## src/rtl/alu_pkg.sv

```systemverilog
// Shared ALU/BIST definitions: datapath widths, default MISR constants,
// controller state encoding and the MISR step function.
package alu_pkg;

  localparam int unsigned OP_W   = 5;
  localparam int unsigned DATA_W = 32;

  localparam logic [DATA_W-1:0] MISR_POLY_DEF = 32'h0040_0007;
  localparam logic [DATA_W-1:0] MISR_SEED_DEF = 32'h0000_0001;

  typedef enum logic [1:0] {
    ST_IDLE = 2'd0,
    ST_RUN  = 2'd1,
    ST_DONE = 2'd2
  } bist_state_e;

  // Galois-style shift with feedback, then fold in the new ALU result.
  function automatic logic [DATA_W-1:0] misr_step(
    input logic [DATA_W-1:0] sig,
    input logic [DATA_W-1:0] poly,
    input logic [DATA_W-1:0] data
  );
    misr_step = {sig[DATA_W-2:0], 1'b0} ^ (sig[DATA_W-1] ? poly : '0) ^ data;
  endfunction

endpackage

```

## src/rtl/alu_misr.sv

```systemverilog
// 32-bit multiple-input signature register: load seeds, enable compacts data.
module alu_misr
  import alu_pkg::*;
#(
  parameter logic [DATA_W-1:0] SEED = MISR_SEED_DEF,
  parameter logic [DATA_W-1:0] POLY = MISR_POLY_DEF
) (
  input  logic              clk,
  input  logic              rst,
  input  logic              i_load,
  input  logic              i_en,
  input  logic [DATA_W-1:0] i_data,
  output logic [DATA_W-1:0] o_sig,
  output logic [DATA_W-1:0] o_sig_next
);

  logic [DATA_W-1:0] r_sig;
  logic [DATA_W-1:0] w_sig_next;

  always_comb begin
    w_sig_next = r_sig;
    if (i_load)
      w_sig_next = SEED;
    else if (i_en)
      w_sig_next = misr_step(r_sig, POLY, i_data);
  end

  always_ff @(posedge clk or posedge rst) begin
    if (rst)
      r_sig <= '0;
    else
      r_sig <= w_sig_next;
  end

  assign o_sig      = r_sig;
  assign o_sig_next = w_sig_next;

endmodule

```

## src/rtl/alu_bist_ctrl.sv

```systemverilog
// ALU BIST controller: sweeps opcodes OP_FIRST..OP_LAST and compacts alu_res
// into a MISR signature. Define ALU_BIST_CMP_EN to enable the pass comparison.
module alu_bist_ctrl
  import alu_pkg::*;
#(
  parameter logic [OP_W-1:0]   OP_FIRST = 5'd0,
  parameter logic [OP_W-1:0]   OP_LAST  = 5'd31,
  parameter logic [DATA_W-1:0] SEED     = MISR_SEED_DEF,
  parameter logic [DATA_W-1:0] POLY     = MISR_POLY_DEF
) (
  input  logic              clk,
  input  logic              rst,
  input  logic              start,
  input  logic              abort,
  input  logic [DATA_W-1:0] src0_init,
  input  logic [DATA_W-1:0] src1_init,
  input  logic [DATA_W-1:0] exp_sig,
  output logic [DATA_W-1:0] alu_src0,
  output logic [DATA_W-1:0] alu_src1,
  output logic [OP_W-1:0]   alu_op,
  input  logic [DATA_W-1:0] alu_res,
  output logic              busy,
  output logic              done,
  output logic [DATA_W-1:0] signature,
  output logic              pass
);

  bist_state_e       r_state, w_state_next;
  logic              w_load;
  logic              w_step;
  logic [DATA_W-1:0] r_src0, r_src1;
  logic [OP_W-1:0]   r_op;
  logic [DATA_W-1:0] w_sig_next;

  always_ff @(posedge clk or posedge rst) begin
    if (rst)
      r_state <= ST_IDLE;
    else
      r_state <= w_state_next;
  end

  // abort outranks start in IDLE and stops compaction in RUN
  always_comb begin
    w_state_next = r_state;
    w_load       = 1'b0;
    w_step       = 1'b0;
    case (r_state)
      ST_IDLE: begin
        if (start && !abort) begin
          w_load       = 1'b1;
          w_state_next = ST_RUN;
        end
      end
      ST_RUN: begin
        if (abort) begin
          w_state_next = ST_IDLE;
        end else begin
          w_step = 1'b1;
          if (r_op == OP_LAST)
            w_state_next = ST_DONE;
        end
      end
      ST_DONE: w_state_next = ST_IDLE;
      default: w_state_next = ST_IDLE;
    endcase
  end

  // Opcode stops at OP_LAST so a final opcode of 31 never wraps.
  always_ff @(posedge clk or posedge rst) begin
    if (rst) begin
      r_src0 <= '0;
      r_src1 <= '0;
      r_op   <= '0;
    end else if (w_load) begin
      r_src0 <= src0_init;
      r_src1 <= src1_init;
      r_op   <= OP_FIRST;
    end else if (w_step && (r_op != OP_LAST)) begin
      r_op <= r_op + 5'd1;
    end
  end

  alu_misr #(
    .SEED (SEED),
    .POLY (POLY)
  ) u_misr (
    .clk        (clk),
    .rst        (rst),
    .i_load     (w_load),
    .i_en       (w_step),
    .i_data     (alu_res),
    .o_sig      (signature),
    .o_sig_next (w_sig_next)
  );

`ifdef ALU_BIST_CMP_EN
  logic r_pass;

  always_ff @(posedge clk or posedge rst) begin
    if (rst)
      r_pass <= 1'b0;
    else if (w_load || (r_state == ST_RUN && abort))
      r_pass <= 1'b0;
    else if (r_state == ST_DONE)
      r_pass <= (w_sig_next == exp_sig);
  end

  assign pass = r_pass;
`else
  logic w_unused_cmp;
  assign w_unused_cmp = ^{exp_sig, w_sig_next};
  assign pass         = 1'b0;
`endif

  assign alu_src0 = r_src0;
  assign alu_src1 = r_src1;
  assign alu_op   = r_op;
  assign busy     = (r_state == ST_RUN);
  assign done     = (r_state == ST_DONE);

endmodule

```

## config.mk

```make
export PLATFORM = sky130hd
export DESIGN_NAME = alu_bist_ctrl
export DESIGN_NICKNAME = d
export VERILOG_FILES = /design/src/rtl/alu_pkg.sv /design/src/rtl/alu_misr.sv /design/src/rtl/alu_bist_ctrl.sv
export SDC_FILE = /design/constraint.sdc
export NUM_CORES = 1
export LEC_CHECK = 0
export CORE_MARGIN = 3
export CORE_UTILIZATION = 55
export CTS_CLUSTER_DIAMETER = 50
export DETAILED_ROUTE_END_ITERATION = 16
export DONT_BUFFER_PORTS = 1
export PLACE_DENSITY_LB_ADDON = 0.05
export SLEW_MARGIN = 20
export SYNTH_ARGS = -nofsm -noshare
export SYNTH_HDL_FRONTEND = slang
export SYNTH_SLANG_ARGS = --single-unit
```

## constraint.sdc

```tcl
create_clock -name clk -period 10.6 [get_ports clk]
set_input_delay 2.12 -clock clk [delete_from_list [all_inputs] [get_ports clk]]
set_output_delay 2.12 -clock clk [all_outputs]
set_load 0.02 [all_outputs]
```

* After elaboration in Yosys (flattened, before gate mapping)
Index checks and enable logic that the tools add are counted.
W data, S select, Z words.
** Storage, ports and cells
- Output and inout bits :: 104
- Input port bits :: 132
- Logic and storage cells :: 34
- Bits in registers :: 103
** Cells by class
- Multiplexer cells :: 13
- Add/subtract/negate cells :: 1
- Reduce and logical (&&, ||, !) cells :: 7
- Bitwise logic cells :: 2
- Equality and inequality tests :: 6
** Operators with widths (number)
- $mux W32 :: 2
- $xor A32 B32 Y32 :: 2
- $mux W23 :: 1
- $mux W5 :: 2
- $mux W2 :: 3
- $add A5 B1 Y5 const B :: 1
- $eq A5 B5 Y1 const B :: 1
- $ne A5 B5 Y1 const B :: 1
- $mux W1 :: 4
- $pmux W2 S2 :: 1
- $reduce_bool A2 Y1 :: 2
- $ne A3 B2 Y1 const B :: 1
- $eq A2 B1 Y1 const B :: 1
- $eq A2 B2 Y1 const B :: 1
- $logic_and A1 B1 Y1 :: 2
- $logic_not A2 Y1 :: 1
- $ne A2 B2 Y1 const B :: 1
- $reduce_and A2 Y1 :: 1
- $logic_not A1 Y1 :: 1

* Logic depth before layout (Yosys ltp)
- Word-level depth :: 5
- Gate-level depth with buffers :: 6
- Depth with buffers taken out :: 6

* Hierarchy
From an unflattened synthesis, not the netlist that was laid out.
** Unflattened totals
- Cells, all modules :: 450
- Area, all modules :: 4339.2 sq um
** Modules (own cells, without submodules)
- alu_bist_ctrl :: seq. area each 1776.7 sq um, cells an instance 307, area an instance 2802.7 sq um, instances 1
- alu_misr :: seq. area each 800.8 sq um, cells an instance 143, area an instance 1536.5 sq um, instances 1

* Worst setup path after synthesis
Ideal clock, no wire load.
- Path kind :: input to register
- Start :: input abort
- End :: register r_src1[0], in the netlist alu_src1[0]
- Arrival time :: 3.038 ns
- Slack :: 7.444 ns
- Cell stages on the path :: 5
- Cell sequence :: or4b_4 -> buf_2 -> buf_2 -> nand2_1 -> nand2_1
** On the way
- Cells in the longest elaborated chain, start to end :: 4
** RTL lines
- from (decl) :: line alu_bist_ctrl.sv:14 : input logic abort,
- $logic_not A1 Y1 :: line alu_bist_ctrl.sv:49 : if (start && !abort) begin
- $logic_and A1 B1 Y1 :: line alu_bist_ctrl.sv:49
- $mux W1 :: line alu_bist_ctrl.sv:49
- $mux W1 :: line alu_bist_ctrl.sv:47 : case (r_state)
- to (signal assigned) :: line alu_bist_ctrl.sv:76 : r_src1 <= src1_init;
- to (decl) :: line alu_bist_ctrl.sv:31 : logic [DATA_W-1:0] r_src0, r_src1;
No other way between the ends.
A chain may end at the register's enable or synchronous reset.

* Worst setup path in the final report
- Start :: register r_state[1]
- End :: output done
** On the way
- Cells in the longest elaborated chain, start to end :: 1
** RTL lines
- from (decl) :: line alu_bist_ctrl.sv:28 : bist_state_e r_state, w_state_next;
- from (signal assigned) :: line alu_bist_ctrl.sv:39 : r_state <= w_state_next;
- $eq A2 B2 Y1 :: line alu_bist_ctrl.sv:119 : assign done = (r_state == ST_DONE);
- to (decl) :: line alu_bist_ctrl.sv:23 : output logic done,
No other way between the ends.

==> impl_metrics.csv <==
group,metric,value,unit
place,dp_worst_setup_slack,6.99,ns
synth,syn-num-nets,546,
hold_path,holdCritPathClass,"flip-flop to flip-flop",
synth,yosysWarnings,0,
setup_path,worstReg2RegStart,"alu_op[0]$_DFFE_PP0P_",
global_route,grtUsageTotal,20.3,%
pwr,peakVddDrop,0.0978,mV
setup_path,critical_path.n_buffers_inverters,0,
global_route,grt_max_degree,82,
sta,setup_total_negative_slack,0,ns
clocking,cts_tree,"yes",
setup_path,worst-path-max-fanout,6,
sta,layout_setup_ws,7.10,ns
sta,setup_repair_after_global_routing_missed_its_margin,"no",
finish,finalCoreUtilization,60.9,%
floorplan,floorplan.initialDensity,57.3,%
setup_path,rr_worst_depth,6,
hold_path,hp-start,"alu_src1[5]$_DFFE_PP0P_",
clocking,ctsHtreeMaxLevel,3,
synth,synthesis.area_per_instance,10.2,sq um
setup_path,crit_path_cell_trace,"nor2b_1",
floorplan,floorplan.die.width,93.4,um
clocking,tritoncts.num_buffers,9,
clocking,cts_num_sinks,103,
setup_path,critical_path_required,8.48,ns
sta,maxSlewViolCount,0,
clocking,root_buffer,"sky130_fd_sc_hd__clkbuf_8",
clocking,post_cts_hold_buffer_count,0,
hold_path,hold_path_end,"alu_src1[5]$_DFFE_PP0P_",
global_route,grt_pass1_vias,2606,
pwr,totalPowerFinal,1.05,mW
floorplan,core,7330,sq um
sta,final_period_utilization,33.0,%
clocking,clk_latency,0.35,ns
clocking,cts.reportedPaths.clkPinSlew,0.09,ns
route,drcViolationCount,0,
hold_path,holdPathStages,2,
route,vias_per_cell,5.33,
synth,syn-instance-count,412,
sta,slew_headroom,52.6,%
route,wire_per_inst,17.6,um
setup_path,crit_path_start_kind,"flip-flop",
setup_path,criticalPathCategory,"flip-flop to primary output",
finish,layout_cell_share_with_drive_strength_beyond_1,6.11,%
setup_path,r2r_slack,8.42,ns
synth,yosysUniqueCellTypes,24,
setup_path,critical_path.top_delay_family,"flip-flops",
floorplan,die_y,93.4,um
finish,area_growth_syn_to_layout,6.32,%
pwr,pwr_density_cell,235,nW/um^2
synth,yosys_top_cell_area_share,61.4,%
finish,final_common_cell,"sky130_fd_sc_hd__nand2_1",
finish,insertedDiodeCount,0,
sta,timing_worst_slew_pin_value,0.711,ns
floorplan,top_level_ports,236,
floorplan,num_rows,31,
global_route,overflow_left_after_global_routing,0,
setup_path,critPathMaxStageDelay,0.54,ns
synth,yosys_top_cell_by_area,"sky130_fd_sc_hd__dfrtp_1",
route,finalWirelength,8.93,mm
clocking,postCtsSetupBuffers,0,
finish,final_nets,538,
outcome,run_status,"finished, final reports clean",
setup_path,crit_arrival,1.38,ns
global_route,grt_first_pass_wirelength,13.6,mm
sta,setup-violations-final,0,
clocking,clockBufferDepth,2,
floorplan,floorplan.die_area,8720,sq um
sta,timing.clock.skew,0.0106,ns
route,postRouteAntennaNets,0,
setup_path,critical-path-slowest-cell,"sky130_fd_sc_hd__dfrtp_1",
pwr,power_leakage,2.35,nW
place,dpl.hpwl,6.15,mm
clocking,cts-resized-gates,0,
synth,ys_seq_area_share,61.4,%
place,globalplace.congestion,0.782,
setup_path,critical_path.reg2reg.endpoint,"alu_op[3]$_DFFE_PP0P_",
finish,layout.cells.most_common_list,"sky130_fd_sc_hd__nand2_1, sky130_fd_sc_hd__dfrtp_1, sky130_fd_sc_hd__a22o_1",
sta,final_period_minus_worst_setup_slack,3.50,ns
synth,yosys_register_bits,103,
place,place.port_buffers,0,
route,detail_route.first_pass.iterations,5,
sta,timing_limited_maximum_frequency,286,MHz
route,drtIter0Drc,91,
synth,netlist_area,4200,sq um
sta,hold_viol_final,0,
global_route,initial_antenna_violation_count,0,
route,num_vias,2706,
job,drv_cap,0,
synth,synth_top_cells_by_area,"sky130_fd_sc_hd__dfrtp_1, sky130_fd_sc_hd__nand2_1, sky130_fd_sc_hd__a22o_1",
setup_path,timing.critical_path.to_type,"primary output",
-- logic make-up (layout without fill, tap and decap cells) --
| family | after synthesis | count (layout) | share of synthesized area [%] |
|---|---|---|---|
| AO/OA/AOI/OAI | 32 | 32 | 6.58 |
| XOR/XNOR | 36 | 36 | 7.51 |
| adder cells (fa/ha/maj) | 2 | 2 | 0.596 |
| buffers and inverters | 24 | 21 | 2.56 |
| flip-flops | 103 | 103 | 61.4 |
| multiplexers | 4 | 4 | 0.953 |
| other | 1 | 1 | 0.0893 |
| AND/OR/NAND/NOR | 210 | 210 | 20.3 |
-- worst register-to-register path: stages (launching register included) --
cell	delay, ns
sky130_fd_sc_hd__dfrtp_1	0.51
sky130_fd_sc_hd__ha_1	0.27
sky130_fd_sc_hd__and3_1	0.19
sky130_fd_sc_hd__ha_1	0.19
sky130_fd_sc_hd__nor4b_2	0.56
sky130_fd_sc_hd__nand4_1	0.19
sky130_fd_sc_hd__mux2i_1	0.14
-- area by class of cell --
type,instances,area [sq um]
Clock buffer,12,145
Timing Repair Buffer,4,33.8
Inverter,1,6.26
Multi-Input combinational cell,285,1520
Clock inverter,4,55.1
Fill cell,613,2870
Tap cell,99,124
Sequential cell,103,2580
-- metal layers --
metal  share of wire, %  vias to the layer above  GRT usage, %
li1                   -                     1283             -
met1                 40                     1285          26.0
met2                 46                      126          30.3
met3                 12                       12          9.09
met4                1.6                        0          8.30
met5                  0                        -             0
-- flip-flops by register name (all words and copies together), names as in the netlist --
name / count
alu_op: 5
r_state: 2
alu_src1: 32
u_misr.o_sig: 32
alu_src0: 32
-- report_power, final --
group          switching, mW  leakage [nW]  internal [mW]
Combinational         0.0736         0.947         0.0707
Clock                  0.127        0.0968          0.117
Sequential             0.187          1.30          0.475
-- metrics by stage --
| step | cells | hold slack [ns] | instance area (sq um) |
|---|---|---|---|
| floorplan | 412 | 0.581 | 4200 |
| global placement | 492 | 0.607 | 4260 |
| detailed placement | 492 | 0.612 | 4260 |
| CTS | 508 | 0.632 | 4460 |
| global route | 508 | 0.643 | 4470 |
| finish | 508 | 0.629 | 4470 |
-- cells in the mapped netlist --
cell                       count
sky130_fd_sc_hd__dfrtp_1     103
sky130_fd_sc_hd__nor4b_2       1
sky130_fd_sc_hd__mux2i_1       4
sky130_fd_sc_hd__and2_1        1
sky130_fd_sc_hd__nor3b_2       1
sky130_fd_sc_hd__nor2_1        4
sky130_fd_sc_hd__ha_1          2
sky130_fd_sc_hd__buf_4         1
sky130_fd_sc_hd__or4b_4        1
sky130_fd_sc_hd__xor2_1       28
sky130_fd_sc_hd__and3_1        1
sky130_fd_sc_hd__conb_1        1
sky130_fd_sc_hd__nand2_1     195
sky130_fd_sc_hd__or2_2         1
sky130_fd_sc_hd__nor3_1        1
sky130_fd_sc_hd__a21oi_1       1
sky130_fd_sc_hd__buf_2        11
sky130_fd_sc_hd__clkbuf_1     11
sky130_fd_sc_hd__nor2b_1       2
sky130_fd_sc_hd__a22o_1       31
sky130_fd_sc_hd__inv_1         1
sky130_fd_sc_hd__nand4_1       1
sky130_fd_sc_hd__nor4b_4       1
sky130_fd_sc_hd__xnor2_1       8
-- worst max-delay path by stage --
stage                                   endpoint                   start  cells past startpoint  slack, ns
floorplan                  alu_op[0]$_DFFE_PP0P_                     rst                      1       5.78
global placement    u_misr.o_sig[18]$_DFFE_PP0P_                   abort                      5       6.99
detailed placement  u_misr.o_sig[18]$_DFFE_PP0P_                   abort                      5       6.99
CTS                                         done  r_state[1]$_DFFE_PP0P_                      1       7.10
global route                                done  r_state[1]$_DFFE_PP0P_                      1       7.02
finish                                      done  r_state[1]$_DFFE_PP0P_                      1       7.10
Power figures use the tool's default switching activity.
